<file path="src/rtl/key_gesture_decoder_if.sv">
// ---------------------------------------------------------------------------
// key_gesture_decoder_if
//   Bundles the debounced key flags and the gesture pulses that pass between
//   the key debouncer, the gesture decoder and the time-setting logic.
//
//   Signals:
//     Key_P_flag    one-cycle debounced press pulse
//     Key_R_flag    one-cycle debounced release pulse
//     Short_pulse   one-cycle pulse: short press recognised
//     Double_pulse  one-cycle pulse: double press recognised
//     Long_pulse    one-cycle pulse: long press declared
//     Repeat_pulse  one-cycle pulse: auto-repeat tick while held
//     Hold          high while a long press is being held
//
//   Modports:
//     master  drives the key flags and observes the gesture outputs
//     slave   the decoder: consumes the key flags and drives the outputs
// ---------------------------------------------------------------------------
interface key_gesture_decoder_if;
    logic Key_P_flag;
    logic Key_R_flag;
    logic Short_pulse;
    logic Double_pulse;
    logic Long_pulse;
    logic Repeat_pulse;
    logic Hold;

    modport master (
        output Key_P_flag,
        output Key_R_flag,
        input  Short_pulse,
        input  Double_pulse,
        input  Long_pulse,
        input  Repeat_pulse,
        input  Hold
    );

    modport slave (
        input  Key_P_flag,
        input  Key_R_flag,
        output Short_pulse,
        output Double_pulse,
        output Long_pulse,
        output Repeat_pulse,
        output Hold
    );
endinterface

</file>
<file path="src/rtl/key_gesture_decoder.sv">
// ---------------------------------------------------------------------------
// key_gesture_decoder
//   Classifies debounced key activity into short, double and long presses and
//   produces auto-repeat ticks while a long press is held. Every class is a
//   registered one-cycle pulse so downstream logic never times presses itself.
//
//   Parameters:
//     LONG_CNT    cycles held before a long press is declared   (>= 2)
//     REPEAT_CNT  auto-repeat period while held                 (>= 2)
//     DOUBLE_WIN  window after a release for a second press     (>= 2)
//     CNT_W       counter width, must hold max(parameter) - 1
//
//   Ports:
//     Clk    system clock
//     Reset  asynchronous, active-high reset
//     bus    key_gesture_decoder_if.slave (key flags in, gesture pulses out)
// ---------------------------------------------------------------------------
module key_gesture_decoder #(
    parameter int LONG_CNT   = 50_000_000,
    parameter int REPEAT_CNT = 10_000_000,
    parameter int DOUBLE_WIN = 15_000_000,
    parameter int CNT_W      = 30
) (
    input  logic                  Clk,
    input  logic                  Reset,
    key_gesture_decoder_if.slave  bus
);

    localparam logic [2:0] S_IDLE           = 3'd0;
    localparam logic [2:0] S_PRESSED        = 3'd1;
    localparam logic [2:0] S_LONG_HELD      = 3'd2;
    localparam logic [2:0] S_WAIT_SECOND    = 3'd3;
    localparam logic [2:0] S_SECOND_PRESSED = 3'd4;

    localparam logic [CNT_W-1:0] C_LONG_LAST   = CNT_W'(LONG_CNT - 1);
    localparam logic [CNT_W-1:0] C_REPEAT_LAST = CNT_W'(REPEAT_CNT - 1);
    localparam logic [CNT_W-1:0] C_DOUBLE_LAST = CNT_W'(DOUBLE_WIN - 1);

    logic [2:0]       r_state;
    logic [2:0]       w_state_nxt;
    logic [CNT_W-1:0] r_cnt;
    logic [CNT_W-1:0] w_cnt_nxt;
    logic             w_counting;
    logic             w_wrap;
    logic             w_short;
    logic             w_double;
    logic             w_long;
    logic             w_repeat;
    logic             r_short;
    logic             r_double;
    logic             r_long;
    logic             r_repeat;
    logic             r_hold;

    // Next-state and pulse triggers. Release is tested before the timeout in
    // PRESSED and LONG_HELD, and press before the timeout in WAIT_SECOND, so
    // the key flag wins whenever it coincides with a counter expiry.
    always_comb begin
        // NOTE: every signal written here gets a default first; a path that
        // left one unassigned would infer a latch.
        w_state_nxt = r_state;
        w_wrap      = 1'b0;
        w_short     = 1'b0;
        w_double    = 1'b0;
        w_long      = 1'b0;
        w_repeat    = 1'b0;
        case (r_state)
            S_IDLE: begin
                if (bus.Key_P_flag) w_state_nxt = S_PRESSED;
            end
            S_PRESSED: begin
                if (bus.Key_R_flag) begin
                    w_state_nxt = S_WAIT_SECOND;
                end else if (r_cnt == C_LONG_LAST) begin
                    w_long      = 1'b1;
                    w_state_nxt = S_LONG_HELD;
                end
            end
            S_LONG_HELD: begin
                if (bus.Key_R_flag) begin
                    w_state_nxt = S_IDLE;
                end else if (r_cnt == C_REPEAT_LAST) begin
                    w_repeat = 1'b1;
                    w_wrap   = 1'b1;
                end
            end
            S_WAIT_SECOND: begin
                if (bus.Key_P_flag) begin
                    w_state_nxt = S_SECOND_PRESSED;
                end else if (r_cnt == C_DOUBLE_LAST) begin
                    w_short     = 1'b1;
                    w_state_nxt = S_IDLE;
                end
            end
            S_SECOND_PRESSED: begin
                // No long-press detection here, however long the key is held.
                if (bus.Key_R_flag) begin
                    w_double    = 1'b1;
                    w_state_nxt = S_IDLE;
                end
            end
            default: w_state_nxt = S_IDLE;
        endcase
    end

    // The counter times the current state only: it restarts on any state
    // change or repeat wrap, and idles at 0 in the untimed states.
    assign w_counting = (r_state == S_PRESSED) || (r_state == S_LONG_HELD) ||
                        (r_state == S_WAIT_SECOND);

    always_comb begin
        w_cnt_nxt = '0;
        if (w_counting && (w_state_nxt == r_state) && !w_wrap) begin
            w_cnt_nxt = r_cnt + CNT_W'(1);
        end
    end

    always_ff @(posedge Clk or posedge Reset) begin
        if (Reset) begin
            r_state  <= S_IDLE;
            r_cnt    <= '0;
            r_short  <= 1'b0;
            r_double <= 1'b0;
            r_long   <= 1'b0;
            r_repeat <= 1'b0;
            r_hold   <= 1'b0;
        end else begin
            // NOTE: non-blocking assignments so every register samples the
            // pre-edge values computed above, independent of statement order.
            r_state  <= w_state_nxt;
            r_cnt    <= w_cnt_nxt;
            r_short  <= w_short;
            r_double <= w_double;
            r_long   <= w_long;
            r_repeat <= w_repeat;
            // Decoded from the next state so Hold rises with Long_pulse.
            r_hold   <= (w_state_nxt == S_LONG_HELD);
        end
    end

    assign bus.Short_pulse  = r_short;
    assign bus.Double_pulse = r_double;
    assign bus.Long_pulse   = r_long;
    assign bus.Repeat_pulse = r_repeat;
    assign bus.Hold         = r_hold;

endmodule

</file>
<file path="src/flat_wrapper.sv">
// flat-port wrapper written by rule: the top's interface ports become plain ports
module key_gesture_decoder_flat 
#(
    parameter int LONG_CNT   = 50_000_000,
    parameter int REPEAT_CNT = 10_000_000,
    parameter int DOUBLE_WIN = 15_000_000,
    parameter int CNT_W      = 30
)
  (Clk, Reset, bus_Key_P_flag, bus_Key_R_flag, bus_Short_pulse, bus_Double_pulse, bus_Long_pulse, bus_Repeat_pulse, bus_Hold);
  key_gesture_decoder_if bus_i ();
  input  logic Clk;
  input  logic Reset;
  input wire logic [$bits(bus_i.Key_P_flag)-1:0] bus_Key_P_flag;
  input wire logic [$bits(bus_i.Key_R_flag)-1:0] bus_Key_R_flag;
  output wire logic [$bits(bus_i.Short_pulse)-1:0] bus_Short_pulse;
  output wire logic [$bits(bus_i.Double_pulse)-1:0] bus_Double_pulse;
  output wire logic [$bits(bus_i.Long_pulse)-1:0] bus_Long_pulse;
  output wire logic [$bits(bus_i.Repeat_pulse)-1:0] bus_Repeat_pulse;
  output wire logic [$bits(bus_i.Hold)-1:0] bus_Hold;
  assign bus_i.Key_P_flag = bus_Key_P_flag;
  assign bus_i.Key_R_flag = bus_Key_R_flag;
  assign bus_Short_pulse = bus_i.Short_pulse;
  assign bus_Double_pulse = bus_i.Double_pulse;
  assign bus_Long_pulse = bus_i.Long_pulse;
  assign bus_Repeat_pulse = bus_i.Repeat_pulse;
  assign bus_Hold = bus_i.Hold;
  key_gesture_decoder #(.LONG_CNT(LONG_CNT), .REPEAT_CNT(REPEAT_CNT), .DOUBLE_WIN(DOUBLE_WIN), .CNT_W(CNT_W)) u_core (.Clk(Clk), .Reset(Reset), .bus(bus_i));
endmodule
</file>
<file path="config.mk">
export PLATFORM = sky130hd
export DESIGN_NAME = key_gesture_decoder_flat
export DESIGN_NICKNAME = d
export VERILOG_FILES = /design/src/rtl/key_gesture_decoder_if.sv /design/src/rtl/key_gesture_decoder.sv /design/src/flat_wrapper.sv
export SDC_FILE = /design/constraint.sdc
export NUM_CORES = 1
export LEC_CHECK = 0
export ABC_AREA = 1
export BUFFER_PORTS_ARGS = -buffer_cell sky130_fd_sc_hd__buf_2
export CORE_MARGIN = 1.5
export CORE_UTILIZATION = 61
export CTS_CLUSTER_DIAMETER = 60
export CTS_CLUSTER_SIZE = 8
export DETAILED_ROUTE_END_ITERATION = 8
export PLACE_DENSITY = 0.81
export SYNTH_ARGS = -nofsm -noshare
export SYNTH_HDL_FRONTEND = slang
export SYNTH_SLANG_ARGS = --single-unit
</file>
<file path="constraint.sdc">
create_clock -name Clk -period 1.99 [get_ports Clk]
set_input_delay 0.2985 -clock Clk [delete_from_list [all_inputs] [get_ports Clk]]
set_output_delay 0.2985 -clock Clk [all_outputs]
set_load 0.01 [all_outputs]
</file>
==> results_tabular.tex, run 1 <==
\begin{tabular}{lr}
\hline
Metric & Value \\
\hline
\multicolumn{2}{l}{\textbf{Synth}} \\
Number of standard cells after synthesis & 309 \\
Synthesized Nets & 314 \\
Most frequently used cell type in the post-synthesis netlist & sky130\_fd\_sc\_hd\_\_nand2\_1 \\
Netlist cell types & 18 \\
Sequential cell area fraction in the yosys report & 41.1\% \\
Yosys top cell by area & sky130\_fd\_sc\_hd\_\_dfrtp\_1 \\
Count of flip-flops with a built-in enable after synthesis & 0 \\
Synth warn & 0 \\
Leading cell types by count after synthesis & sky130\_fd\_sc\_hd\_\_nand2\_1 (63), sky130\_fd\_sc\_hd\_\_nor2\_1 (45), sky130\_fd\_sc\_hd\_\_inv\_1 (44) \\
Mean post-synth cell area & roughly 7.5 µm² \\
Area of the mapped netlist & 0.00231 mm² \\
Top cells by area, synth & sky130\_fd\_sc\_hd\_\_dfrtp\_1 (41\%), sky130\_fd\_sc\_hd\_\_nand2\_1 (10\%), sky130\_fd\_sc\_hd\_\_xor2\_1 (9.1\%) \\
Area fraction of the dominant cell type after synthesis & 41.1\% \\
Async set-or-reset flop fraction in the synthesized netlist & 100\% \\
Most used flip-flop cell after synthesis & sky130\_fd\_sc\_hd\_\_dfrtp\_1 \\
Flip-flop and latch count after synthesis & 38 \\
\multicolumn{2}{l}{\textbf{Status}} \\
Result of the run & completed \\
\multicolumn{2}{l}{\textbf{Critical path}} \\
Critical path cell sequence & ha\_2 -> nand2\_2 -> nor2\_4 -> nand3\_2 -> nor2\_2 -> nand2\_1 -> nand2\_1 -> nand2\_2 -> inv\_2 -> nor2\_2 -> nand2\_4 -> clkbuf\_16 -> nor2\_2 \\
Slowest cell on the critical path & sky130\_fd\_sc\_hd\_\_dfrtp\_1 \\
Max incr delay on CP & roughly 0.40 ns \\
CP arrival & between 2 and 2.5 ns \\
Cells on worst reg2reg path & 13 \\
Critical path buffer and inverter count & 2 \\
Cell seen most often among critical-path stages & sky130\_fd\_sc\_hd\_\_nor2\_2 \\
Critical path launch point type & flip-flop \\
Worst setup EP type & flip-flop \\
Type of the worst setup path & flip-flop to flip-flop \\
Worst EP required & $\sim$2.2 ns \\
End of the worst register-to-register path & u\_core.r\_cnt[16] \\
Largest driver fanout on the critical path & 7 \\
Minimum setup slack among reg-to-reg paths & 0.08 ns \\
Top delay family on crit path & simple AND/OR/NAND/NOR gates \\
Beginning of the worst register-to-register path & u\_core.r\_cnt[0] \\
\multicolumn{2}{l}{\textbf{Placement}} \\
Total half-perimeter wirelength after legalization and detailed placement & 3800 µm \\
\# placed instances & 366 \\
Place WS & $\sim$0.1 ns \\
Final Wtd Congestion & slightly below 1 \\
Post-Place Cell Area & 0.00244 mm² \\
Count of buffers from port buffering & 8 \\
\multicolumn{2}{l}{\textbf{Detailed routing}} \\
Average wire per standard cell & 14.4 µm \\
Wire length reported by the detailed router & $\sim$5400 µm \\
DRC viols & 0 \\
Ratio of routed vias to standard cells & 5.43 \\
Residual antenna-violating net count after detailed routing & 0 \\
Drt first-iter violations & 186 \\
Overall via count from detail\_route & 2046 \\
Drt first pass iters & 5 \\
\multicolumn{2}{l}{\textbf{Floorplanning}} \\
Die Wd & 64.6 µm \\
Number of placement rows & 22 \\
DIE HEIGHT & $\sim$65 µm \\
Effective utilization at floorplan & 63.2\% \\
Top-Level Pins & 9 \\
Die area & roughly 0.0042 mm² \\
Core area & 0.00366 mm² \\
\multicolumn{2}{l}{\textbf{STA}} \\
Number of hold violations in the final report & 0 \\
Pin slew with the least headroom to its limit & approximately 0.47 ns \\
Total count of max-transition violations in the final report & 0 \\
Final setup violation count & 0 \\
Minimum clock period & 1.91 ns \\
Final setup margin & around 0.077 ns \\
Maximum clock skew at final layout & 0.00381 ns \\
Maximum clock frequency & 0.523 GHz \\
Fraction of the cycle the final worst path needs & 96.1\% \\
Worst hold margin & 0.112 ns \\
Post-Route Setup TNS & 0 ns \\
Setup repair after global routing missed its margin & yes \\
Relative slew slack & around two thirds \\
\multicolumn{2}{l}{\textbf{Finish}} \\
Share of the core filled with cells & 71.4\% \\
Area delta synth->final & 12.9\% \\
Final cell area excluding filler cells & 0.00261 mm² \\
Fraction of final layout cells with drive strength greater than 1 & 21.3\% \\
Final Instance Count excl. Fillers & 377 \\
Fill cell count & 288 \\
Count of antenna diodes in the layout & 0 \\
Layout Nets & 334 \\
\multicolumn{2}{l}{\textbf{GRT}} \\
Aggregate global-route resource usage & $\sim$28\% \\
Wire length of the first global-routing pass & between 8000 and 9000 µm \\
Leftover overflow at the end of global routing & 0 \\
Largest net degree at the start of global routing & 39 \\
Antenna violations before repair & 0 \\
Vias in the first global route & 1905 \\
\multicolumn{2}{l}{\textbf{CTS}} \\
CTS H-tree lvls & 2 \\
Skew-Pair Late Insertion Delay & 0.30 ns \\
TritonCTS clock tree & built \\
Buffer cell driving the clock tree root & sky130\_fd\_sc\_hd\_\_clkbuf\_8 \\
Number of buffers on the longest clock path & 2 \\
Clock sinks & 38 \\
Number of CTS-inserted buffers & 5 \\
Post-CTS clock slew at the launch and capture registers of the worst setup and hold paths & 0.07 ns \\
\multicolumn{2}{l}{\textbf{Job}} \\
Max-Cap Viols & 0 \\
\multicolumn{2}{l}{\textbf{Power and ir drop}} \\
Leakage power & 1.10 nW \\
Power, Total & 2.30 mW \\
Cell Pwr Density & 881 mW/mm² \\
Maximum ir drop on the vdd rail & 0.000572 V \\
\multicolumn{2}{l}{\textbf{Worst hold path}} \\
Class of the tightest hold or removal check & primary input to async pin \\
\hline
\end{tabular}
-- registers in the layout, indices dropped and copies added, names as in the netlist --
| name | cells |
|---|---|
| u_core.bus.Hold | 1 |
| u_core.bus.Double_pulse | 1 |
| u_core.bus.Repeat_pulse | 1 |
| u_core.r_state | 3 |
| u_core.bus.Short_pulse | 1 |
| u_core.r_cnt | 30 |
| u_core.bus.Long_pulse | 1 |
-- layer usage --
metal  vias up  share of wire (%)  track usage, %
li1        991                  -               -
met1       939                 43            40.1
met2       102                 46            41.0
met3        14                8.7            5.03
met4         0                2.1            13.3
met5         -                  0               0
-- worst max-delay path by stage --
stage                         start                to  slack [ns]  depth (start not counted)
floorplan           u_core.r_cnt[0]  u_core.r_cnt[18]        0.34                         13
global placement    u_core.r_cnt[0]   u_core.r_cnt[4]        0.15                         13
detailed placement  u_core.r_cnt[0]   u_core.r_cnt[9]         0.1                         13
CTS                 u_core.r_cnt[0]   u_core.r_cnt[9]        0.08                         13
global route        u_core.r_cnt[0]  u_core.r_cnt[27]       -0.05                         13
finish              u_core.r_cnt[0]  u_core.r_cnt[16]        0.08                         13
-- where the power goes --
| group | leakage, nW | switching [mW] | internal [mW] | total (mW) |
|---|---|---|---|---|
| Sequential | 0.525 | 0.0532 | 0.830 | 0.883 |
| Clock | 0.0383 | 0.259 | 0.241 | 0.500 |
| Combinational | 0.539 | 0.524 | 0.394 | 0.918 |
-- cells in the final DEF, fill, tap and decap left out, drive strengths merged --
master  Yosys  layout
nand2b      1       1
nand3b      3       3
clkbuf      0       9
nor3       20      20
inv        44      44
nand2      66      66
nor2       79      79
nand3      19      19
dfrtp      38      38
xnor2       2       2
xor2       24      24
a21oi       1       1
ha          1       1
buf         3      14
nor4        1       1
nand4       7       7
-- layout make-up --
type / count / area, µm² / area share [%]
timing repair buffer: 16 / 160 / 6.13
tap: 48 / 60.1 / 2.30
sequential: 38 / 951 / 36.4
inverter: 44 / 165 / 6.32
clock buffer: 7 / 76.3 / 2.92
multi-input combinational: 224 / 1200 / 45.9
-- cells by family after synthesis --
| kind of cell | Yosys count | synth area share [%] |
|---|---|---|
| flip-flops | 38 | 41.1 |
| XOR/XNOR | 26 | 9.84 |
| AND/OR/NAND/NOR | 196 | 39.6 |
| adder cells (fa/ha/maj) | 1 | 0.540 |
| buffers and inverters | 47 | 8.59 |
| AO/OA/AOI/OAI | 1 | 0.378 |
-- worst register-to-register path, delay by kind of cell, from the launching register on --
kind,cells,cell delay (ns)
DFF,1,0.40
buffers and inverters,2,0.27
adders and majority gates,1,0.21
and+or+nand+nor,10,0.96
-- what timing repair did --
| action | in CTS | in global routing |
|---|---|---|
| resized for setup | 0 | 12 |
| buffers inserted | 0 | 2 |
| hold buffers | 0 | 0 |
| setup endpoints to repair | 0 | 30 |
(Power assumes the default switching activity.)
==> run 2: changes to the inputs <==
--- a/config.mk
+++ b/config.mk
@@ -13,6 +13,7 @@
 export CTS_CLUSTER_SIZE = 8
 export DETAILED_ROUTE_END_ITERATION = 8
 export PLACE_DENSITY = 0.81
+export RECOVER_POWER = 25
 export SYNTH_ARGS = -nofsm -noshare
 export SYNTH_HDL_FRONTEND = slang
 export SYNTH_SLANG_ARGS = --single-unit
==> run 2 against run 1 <==
First-iteration DRC count unchanged; final area barely moved; global-route usage stayed put; sequential share of layout area is essentially flat; via count unchanged; combinational power is essentially flat; register-to-register slack is essentially flat; clock skew up 0.00064 ns; critical endpoint unchanged.
==> results_tabular.tex, run 2 (synthesis gave the netlist of run 1 again) <==
\begin{tabular}{lr}
\hline
Metric & Value \\
\hline
\multicolumn{2}{l}{\textbf{CTS}} \\
Skew-Pair Late Insertion Delay & 0.30 ns \\
Clock sinks & 38 \\
CTS H-tree lvls & 2 \\
Buffer cell driving the clock tree root & sky130\_fd\_sc\_hd\_\_clkbuf\_8 \\
Post-CTS clock slew at the launch and capture registers of the worst setup and hold paths & about 0.07 ns \\
Number of CTS-inserted buffers & 5 \\
Number of buffers on the longest clock path & 2 \\
TritonCTS clock tree & built \\
\multicolumn{2}{l}{\textbf{Finish}} \\
Largest registers in the final layout & u\_core.r\_cnt x30, u\_core.r\_state x3 \\
Number of flip-flops under the largest register name & 30 \\
Flip-flop and latch area & 951 µm² \\
Area of the multi-input gates & 0.00120 mm² \\
Share of the core filled with cells & 71.3\% \\
Fill cell count & 288 \\
Commonest cells after routing, fill and taps aside & sky130\_fd\_sc\_hd\_\_nand2\_1 (59), sky130\_fd\_sc\_hd\_\_inv\_1 (43), sky130\_fd\_sc\_hd\_\_nor2\_1 (42), sky130\_fd\_sc\_hd\_\_dfrtp\_1 (38), sky130\_fd\_sc\_hd\_\_nor2\_2 (36) \\
Fraction of final layout cells with drive strength greater than 1 & a little over a fifth \\
Area delta synth->final & 12.8\% \\
Final Instance Count excl. Fillers & 377 \\
Count of antenna diodes in the layout & 0 \\
Most frequent standard cell in the layout excluding fill and tap cells & sky130\_fd\_sc\_hd\_\_nand2\_1 \\
Largest reg by FF count & u\_core.r\_cnt \\
Layout Nets & 334 \\
\multicolumn{2}{l}{\textbf{Power and ir drop}} \\
Maximum ir drop on the vdd rail & 0.000572 V \\
Leakage power & roughly 1.1 nW \\
Power, Total & 2.30 mW \\
Cell Pwr Density & 881 mW/mm² \\
\multicolumn{2}{l}{\textbf{Critical path}} \\
Slowest cell on the critical path & sky130\_fd\_sc\_hd\_\_dfrtp\_1 \\
Largest driver fanout on the critical path & 7 \\
Critical path launch point type & flip-flop \\
Minimum setup slack among reg-to-reg paths & 0.08 ns \\
Top delay family on crit path & simple AND/OR/NAND/NOR gates \\
CP arrival & around 2.1 ns \\
Worst setup EP type & flip-flop \\
Critical path cell sequence & ha\_2 -> nand2\_2 -> nor2\_4 -> nand3\_2 -> nor2\_2 -> nand2\_1 -> nand2\_1 -> nand2\_2 -> inv\_2 -> nor2\_2 -> nand2\_4 -> clkbuf\_16 -> nor2\_2 \\
Cell seen most often among critical-path stages & sky130\_fd\_sc\_hd\_\_nor2\_2 \\
Worst EP required & between 2 and 2.5 ns \\
Max incr delay on CP & 0.40 ns \\
Type of the worst setup path & flip-flop to flip-flop \\
Critical path buffer and inverter count & 2 \\
\multicolumn{2}{l}{\textbf{Detailed routing}} \\
Drt first pass iters & 5 \\
Residual antenna-violating net count after detailed routing & 0 \\
DRC viols & 0 \\
Drt first-iter violations & 186 \\
Average wire per standard cell & 14.3 µm \\
Wire length reported by the detailed router & 5410 µm \\
Ratio of routed vias to standard cells & 5.43 \\
Overall via count from detail\_route & $\sim$2000 \\
\multicolumn{2}{l}{\textbf{GRT}} \\
Largest net degree at the start of global routing & 39 \\
Wire length of the first global-routing pass & between 8000 and 9000 µm \\
Aggregate global-route resource usage & 28.0\% \\
Leftover overflow at the end of global routing & 0 \\
Antenna violations before repair & 0 \\
Vias in the first global route & 1905 \\
\multicolumn{2}{l}{\textbf{STA}} \\
Maximum clock skew at final layout & about 0.0044 ns \\
Total count of max-transition violations in the final report & 0 \\
Setup repair after global routing missed its margin & yes \\
Fraction of the cycle the final worst path needs & 96.1\% \\
Final setup violation count & 0 \\
Minimum clock period & 1.91 ns \\
Maximum clock frequency & 0.523 GHz \\
Relative slew slack & 38.4\% \\
Number of hold violations in the final report & 0 \\
Pin slew with the least headroom to its limit & 0.924 ns \\
\multicolumn{2}{l}{\textbf{Placement}} \\
Count of buffers from port buffering & 8 \\
Final Wtd Congestion & between 0.9 and 1 \\
\# placed instances & $\sim$370 \\
Total half-perimeter wirelength after legalization and detailed placement & 3800 µm \\
\multicolumn{2}{l}{\textbf{Floorplanning}} \\
Die Wd & 64.6 µm \\
Core area & roughly 0.0037 mm² \\
Top-Level Pins & 9 \\
Number of placement rows & 22 \\
Effective utilization at floorplan & 63.2\% \\
Die area & 0.00417 mm² \\
DIE HEIGHT & 64.6 µm \\
\multicolumn{2}{l}{\textbf{Worst hold path}} \\
Class of the tightest hold or removal check & primary input to flip-flop \\
\multicolumn{2}{l}{\textbf{Job}} \\
Max-Cap Viols & 0 \\
\multicolumn{2}{l}{\textbf{Status}} \\
Result of the run & completed \\
\hline
\end{tabular}
-- run 2: changes by cell type in the layout (fill, tap and decap cells not counted), sizes merged --
cell	delta
buf	-1
clkbuf	+1
-- run 2: routing by layer --
metal  up-vias  part of all wire (%)  GRT usage, %
met3        18                   8.6          5.03
li1        990                     -             -
met4         0                   2.6          13.3
met2       100                    46          41.0
met1       938                    43          40.1
met5         -                     0             0
-- run 2: layout make-up --
| type | count | share of cell area [%] |
|---|---|---|
| flip-flops and latches | 38 | 36.4 |
| repair buffers | 16 | 6.04 |
| inverters | 44 | 6.33 |
| clock buffers | 7 | 2.92 |
| multi-input cells | 224 | 46.0 |
| well taps | 48 | 2.30 |
-- run 2: worst reg2reg max path, delay by kind of cell, from the launching register on --
kind	cells	cell delay, ns
and+or+nand+nor	10	0.96
DFF	1	0.40
buffers and inverters	2	0.27
adders and majority gates	1	0.21
-- run 2: power breakdown --
part | total (mW) | internal [mW] | switching [mW]
sequential | 0.883 | 0.830 | 0.0533
combinational | 0.916 | 0.393 | 0.522
clock | 0.500 | 0.241 | 0.259
total | 2.30 | 1.46 | 0.835
-- run 2: path summary, 6_finish.rpt --
| check | from | endpoint | cells after the start |
|---|---|---|---|
| min in group asynchronous | Reset | u_core.r_cnt[7] | 3 |
| worst max-delay path | u_core.r_cnt[0] | u_core.r_cnt[16] | 13 |
| max in group asynchronous | Reset | u_core.r_cnt[29] | 3 |
| worst min register to register | u_core.r_cnt[0] | u_core.r_cnt[0] | 1 |
| worst min-delay path | bus_Key_P_flag | u_core.bus.Short_pulse | 2 |
| worst max register to register | u_core.r_cnt[0] | u_core.r_cnt[16] | 13 |
-- run 2: metrics by stage --
| stage | worst slack [ns] | hold slack (ns) | setup TNS, ns | instance area, µm² |
|---|---|---|---|---|
| 2_1_floorplan | 0.343 | 0.372 | 0 | 2310 |
| 3_3_place_gp | 0.148 | 0.419 | 0 | 2440 |
| 3_5_place_dp | 0.0981 | 0.452 | 0 | 2440 |
| 4_1_cts | 0.0810 | 0.135 | 0 | 2510 |
| 5_1_grt | -0.0543 | 0.215 | -1.09 | 2610 |
| 6_report | 0.0773 | 0.209 | 0 | 2610 |
-- run 2: repair_timing --
action	4_1_cts	5_1_grt
gates resized for setup	0	12
hold buffers	0	0
buffers inserted	0	2
endpoints found under the hold margin	0	0
endpoints found under the setup margin	0	30
==> run 3: changes to the inputs <==
--- a/config.mk
+++ b/config.mk
@@ -5,9 +5,8 @@
 export SDC_FILE = /design/constraint.sdc
 export NUM_CORES = 1
 export LEC_CHECK = 0
-export ABC_AREA = 1
 export BUFFER_PORTS_ARGS = -buffer_cell sky130_fd_sc_hd__buf_2
-export CORE_MARGIN = 1.5
+export CORE_MARGIN = 10
 export CORE_UTILIZATION = 61
 export CTS_CLUSTER_DIAMETER = 60
 export CTS_CLUSTER_SIZE = 8
==> run 3 against run 2 <==
The flow now finishes with violations (negative setup slack); register-to-register slack got worse by 0.31 ns; sequential share of layout area shrank 0.85 points; clock skew rose by 0.010 ns; area after synthesis fell by 7.8%; wire length grew 3.6%; global-route usage fell by 11 points; total power shrank 8.2%; sequential cell count unchanged; utilization rose by 8.2 points; die area grew 50%; clock-buffer cell count is 1 lower; maximum frequency decreased by 14%; critical path type unchanged; largest cell class unchanged.
==> results_tabular.tex, run 3 <==
\begin{tabular}{lr}
\hline
Metric & Value \\
\hline
\multicolumn{2}{l}{\textbf{STA}} \\
Minimum clock period & approximately 2.2 ns \\
Setup repair after global routing missed its margin & yes \\
Number of hold violations in the final report & 0 \\
Fraction of the cycle the final worst path needs & 112\% \\
Maximum clock skew at final layout & 0.0145 ns \\
Final setup violation count & 31 \\
Final setup margin & -0.234 ns \\
Relative slew slack & 38.5\% \\
Total count of max-transition violations in the final report & 0 \\
Pin slew with the least headroom to its limit & approximately 0.92 ns \\
Maximum clock frequency & 0.450 GHz \\
\multicolumn{2}{l}{\textbf{Power and ir drop}} \\
Part of the total power dissipated in sequential elements & between 40\% and 50\% \\
Leakage power & 1.14 nW \\
Combinational share of power & 38.6\% \\
Cell Pwr Density & 789 mW/mm² \\
Switching part of the total & a little over a third \\
Maximum ir drop on the vdd rail & about 0.0005 V \\
Int Power & $\sim$1.3 mW \\
Switching pwr & 772 µW \\
Part of the power in the clock network & 20.9\% \\
\multicolumn{2}{l}{\textbf{Finish}} \\
Largest reg by FF count & u\_core.r\_cnt \\
Fill cell count & 219 \\
Number of flip-flops under the largest register name & 30 \\
Most frequent standard cell in the layout excluding fill and tap cells & sky130\_fd\_sc\_hd\_\_buf\_4 \\
Count of antenna diodes in the layout & 0 \\
Commonest cells after routing, fill and taps aside & sky130\_fd\_sc\_hd\_\_buf\_4 (40), sky130\_fd\_sc\_hd\_\_dfrtp\_1 (38), sky130\_fd\_sc\_hd\_\_nor3\_1 (34), sky130\_fd\_sc\_hd\_\_nand2\_1 (22), sky130\_fd\_sc\_hd\_\_xnor2\_1 (22) \\
Area delta synth->final & 25.3\% \\
Fraction of final layout cells with drive strength greater than 1 & 32.5\% \\
Share of the core filled with cells & 79.5\% \\
Final cell area excluding filler cells & 0.00267 mm² \\
Layout Nets & 275 \\
Largest registers in the final layout & u\_core.r\_cnt x30, u\_core.r\_state x3 \\
\multicolumn{2}{l}{\textbf{Status}} \\
Violations in the final reports & negative setup slack \\
Result of the run & finished, violations left \\
\multicolumn{2}{l}{\textbf{CTS}} \\
CTS H-tree lvls & 2 \\
Clock sinks & 38 \\
Buffer cell driving the clock tree root & sky130\_fd\_sc\_hd\_\_clkbuf\_4 \\
Post-CTS clock slew at the launch and capture registers of the worst setup and hold paths & 0.12 ns \\
Skew-Pair Late Insertion Delay & $\sim$0.36 ns \\
Number of buffers on the longest clock path & 2 \\
TritonCTS clock tree & built \\
Number of CTS-inserted buffers & 5 \\
\multicolumn{2}{l}{\textbf{Synth}} \\
Number of standard cells after synthesis & 218 \\
Mean post-synth cell area & 9.79 µm² \\
Synthesized Nets & 223 \\
Leading cell types by count after synthesis & sky130\_fd\_sc\_hd\_\_dfrtp\_1 (38), sky130\_fd\_sc\_hd\_\_nor3\_1 (38), sky130\_fd\_sc\_hd\_\_nand2\_1 (22), sky130\_fd\_sc\_hd\_\_xnor2\_1 (22), sky130\_fd\_sc\_hd\_\_nor2\_1 (15) \\
Flip-flop and latch count after synthesis & 38 \\
Area fraction of the dominant cell type after synthesis & 44.6\% \\
Top cells by area, synth & sky130\_fd\_sc\_hd\_\_dfrtp\_1 (45\%), sky130\_fd\_sc\_hd\_\_xnor2\_1 (9.0\%), sky130\_fd\_sc\_hd\_\_nor3\_1 (8.9\%) \\
Netlist cell types & 40 \\
Async set-or-reset flop fraction in the synthesized netlist & 100\% \\
Yosys top cell by area & sky130\_fd\_sc\_hd\_\_dfrtp\_1 \\
Area of the mapped netlist & about 0.0021 mm² \\
Synth warn & 0 \\
Count of flip-flops with a built-in enable after synthesis & 0 \\
Most used flip-flop cell after synthesis & sky130\_fd\_sc\_hd\_\_dfrtp\_1 \\
Sequential cell area fraction in the yosys report & 44.6\% \\
\multicolumn{2}{l}{\textbf{Detailed routing}} \\
Overall via count from detail\_route & 1927 \\
Drt first pass iters & 4 \\
Average wire per standard cell & 17.7 µm \\
Ratio of routed vias to standard cells & about 6.1 \\
DRC viols & 0 \\
Drt first-iter violations & 180 \\
Residual antenna-violating net count after detailed routing & 0 \\
Wire length reported by the detailed router & $\sim$5600 µm \\
\multicolumn{2}{l}{\textbf{Placement}} \\
Total half-perimeter wirelength after legalization and detailed placement & 3450 µm \\
Place WS & -0.0910 ns \\
Count of buffers from port buffering & 8 \\
Post-Place Cell Area & 0.00250 mm² \\
Final Wtd Congestion & just under 0.9 \\
\multicolumn{2}{l}{\textbf{Critical path}} \\
Cells on worst reg2reg path & 6 \\
Worst EP required & approximately 2.3 ns \\
Critical path launch point type & flip-flop \\
Worst setup EP type & flip-flop \\
Beginning of the worst register-to-register path & u\_core.r\_cnt[7] \\
Type of the worst setup path & flip-flop to flip-flop \\
Minimum setup slack among reg-to-reg paths & -0.23 ns \\
Largest driver fanout on the critical path & 19 \\
Critical path cell sequence & or4b\_4 -> nor4\_4 -> nand4\_1 -> o211ai\_4 -> buf\_12 -> nor3\_1 \\
Slowest cell on the critical path & sky130\_fd\_sc\_hd\_\_or4b\_4 \\
Max incr delay on CP & 0.57 ns \\
CP arrival & 2.49 ns \\
End of the worst register-to-register path & u\_core.r\_cnt[7] \\
\multicolumn{2}{l}{\textbf{GRT}} \\
Largest net degree at the start of global routing & 39 \\
Leftover overflow at the end of global routing & 0 \\
Wire length of the first global-routing pass & a little under 9000 µm \\
Antenna violations before repair & 0 \\
Aggregate global-route resource usage & 17.2\% \\
Vias in the first global route & 1898 \\
\multicolumn{2}{l}{\textbf{Floorplanning}} \\
Die Wd & roughly 80 µm \\
Top-Level Pins & 9 \\
Number of placement rows & 21 \\
Core area & 0.00336 mm² \\
Effective utilization at floorplan & 63.4\% \\
Die area & 0.00626 mm² \\
DIE HEIGHT & 79.1 µm \\
\multicolumn{2}{l}{\textbf{Job}} \\
Max-Cap Viols & 0 \\
\multicolumn{2}{l}{\textbf{Worst hold path}} \\
Class of the tightest hold or removal check & primary input to async pin \\
\hline
\end{tabular}
[run 3: cell types whose count changed in the layout (fill, tap and decap cells not counted), sizes merged, moves of 3 or more]
| cell | previous run | this run |
|---|---|---|
| nor2 | 79 | 15 |
| nand2 | 66 | 22 |
| buf | 13 | 52 |
| inv | 44 | 8 |
| nor3 | 20 | 43 |
| xnor2 | 2 | 22 |
| xor2 | 24 | 6 |
| nand3 | 19 | 11 |
| and4 | 0 | 6 |
| nor4 | 1 | 6 |
| or4b | 0 | 4 |
| nand3b | 3 | 0 |
[run 3: metal layers]
metal  wire length (µm)  vias up  global-route usage, %
met5                  0        -                      0
met4                116        0                   10.6
met3                406       15                   4.05
met2               2770       86                   28.1
met1               2310      937                   19.9
li1                   -      889                      -
[run 3: repair_timing]
item | 4_1_cts | 5_1_grt
hold buffers | 0 | 0
setup buffers | 1 | 1
gates resized for setup | 2 | 10
setup endpoints to repair | 31 | 33
pin swaps | 3 | 4
gates cloned | 0 | 2
[run 3: kinds of logic after synthesis]
kind of cell	Yosys count	synth area share [%]
flip-flops	38	44.6
buffers and inverters	17	4.93
XOR/XNOR	28	11.5
AO/OA/AOI/OAI	8	2.87
AND/OR/NAND/NOR	126	35.5
adder cells (fa/ha/maj)	1	0.586
[run 3: layout make-up]
cell class / instances / area [µm²] / area share (%)
clock inverters: 2 / 12.5 / 0.468
clock buffers: 6 / 51.3 / 1.92
multi-input cells: 163 / 1140 / 42.8
repair buffers: 54 / 427 / 16.0
inverters: 8 / 30.0 / 1.12
flip-flops and latches: 38 / 951 / 35.6
well taps: 46 / 57.6 / 2.15
[run 3: worst max-delay path: cells and delay by family, from the launching register on]
kind,cells,cell delay (ns)
compound gates,1,0.19
flops,1,0.42
simple gates,4,1.31
buf+inv,1,0.20
[run 3: how the worst max path moves through the flow]
stage / start / end / slack [ns] / cells past startpoint
CTS: u_core.r_cnt[29] / u_core.r_cnt[12] / -0.16 / 6
detailed placement: u_core.r_cnt[29] / u_core.r_cnt[18] / -0.09 / 6
global route: u_core.r_cnt[7] / u_core.r_cnt[2] / -0.30 / 6
finish: u_core.r_cnt[7] / u_core.r_cnt[7] / -0.23 / 6
floorplan: u_core.r_cnt[27] / u_core.r_cnt[29] / 0.009 / 6
global placement: u_core.r_cnt[29] / u_core.r_cnt[15] / -0.06 / 6
[run 3: metrics by stage]
stage	cells	hold slack, ns	power, mW	setup TNS [ns]
global route	317	0.260	2.20	-8.32
global placement	305	0.428	1.53	-1.30
detailed placement	305	0.431	1.56	-2.42
floorplan	218	0.390	1.33	0
finish	317	0.199	2.11	-6.57
CTS	314	0.0361	2.02	-4.55
[run 3: power groups by stage]
stage                     logic [mW]  registers (mW)  clock network, mW
after global placement         0.665           0.868                  0
final                          0.815           0.853              0.442
after floorplan                0.432           0.902                  0
after detailed placement       0.687           0.869                  0
after CTS                      0.720           0.853              0.443
after global routing           0.869           0.859              0.472
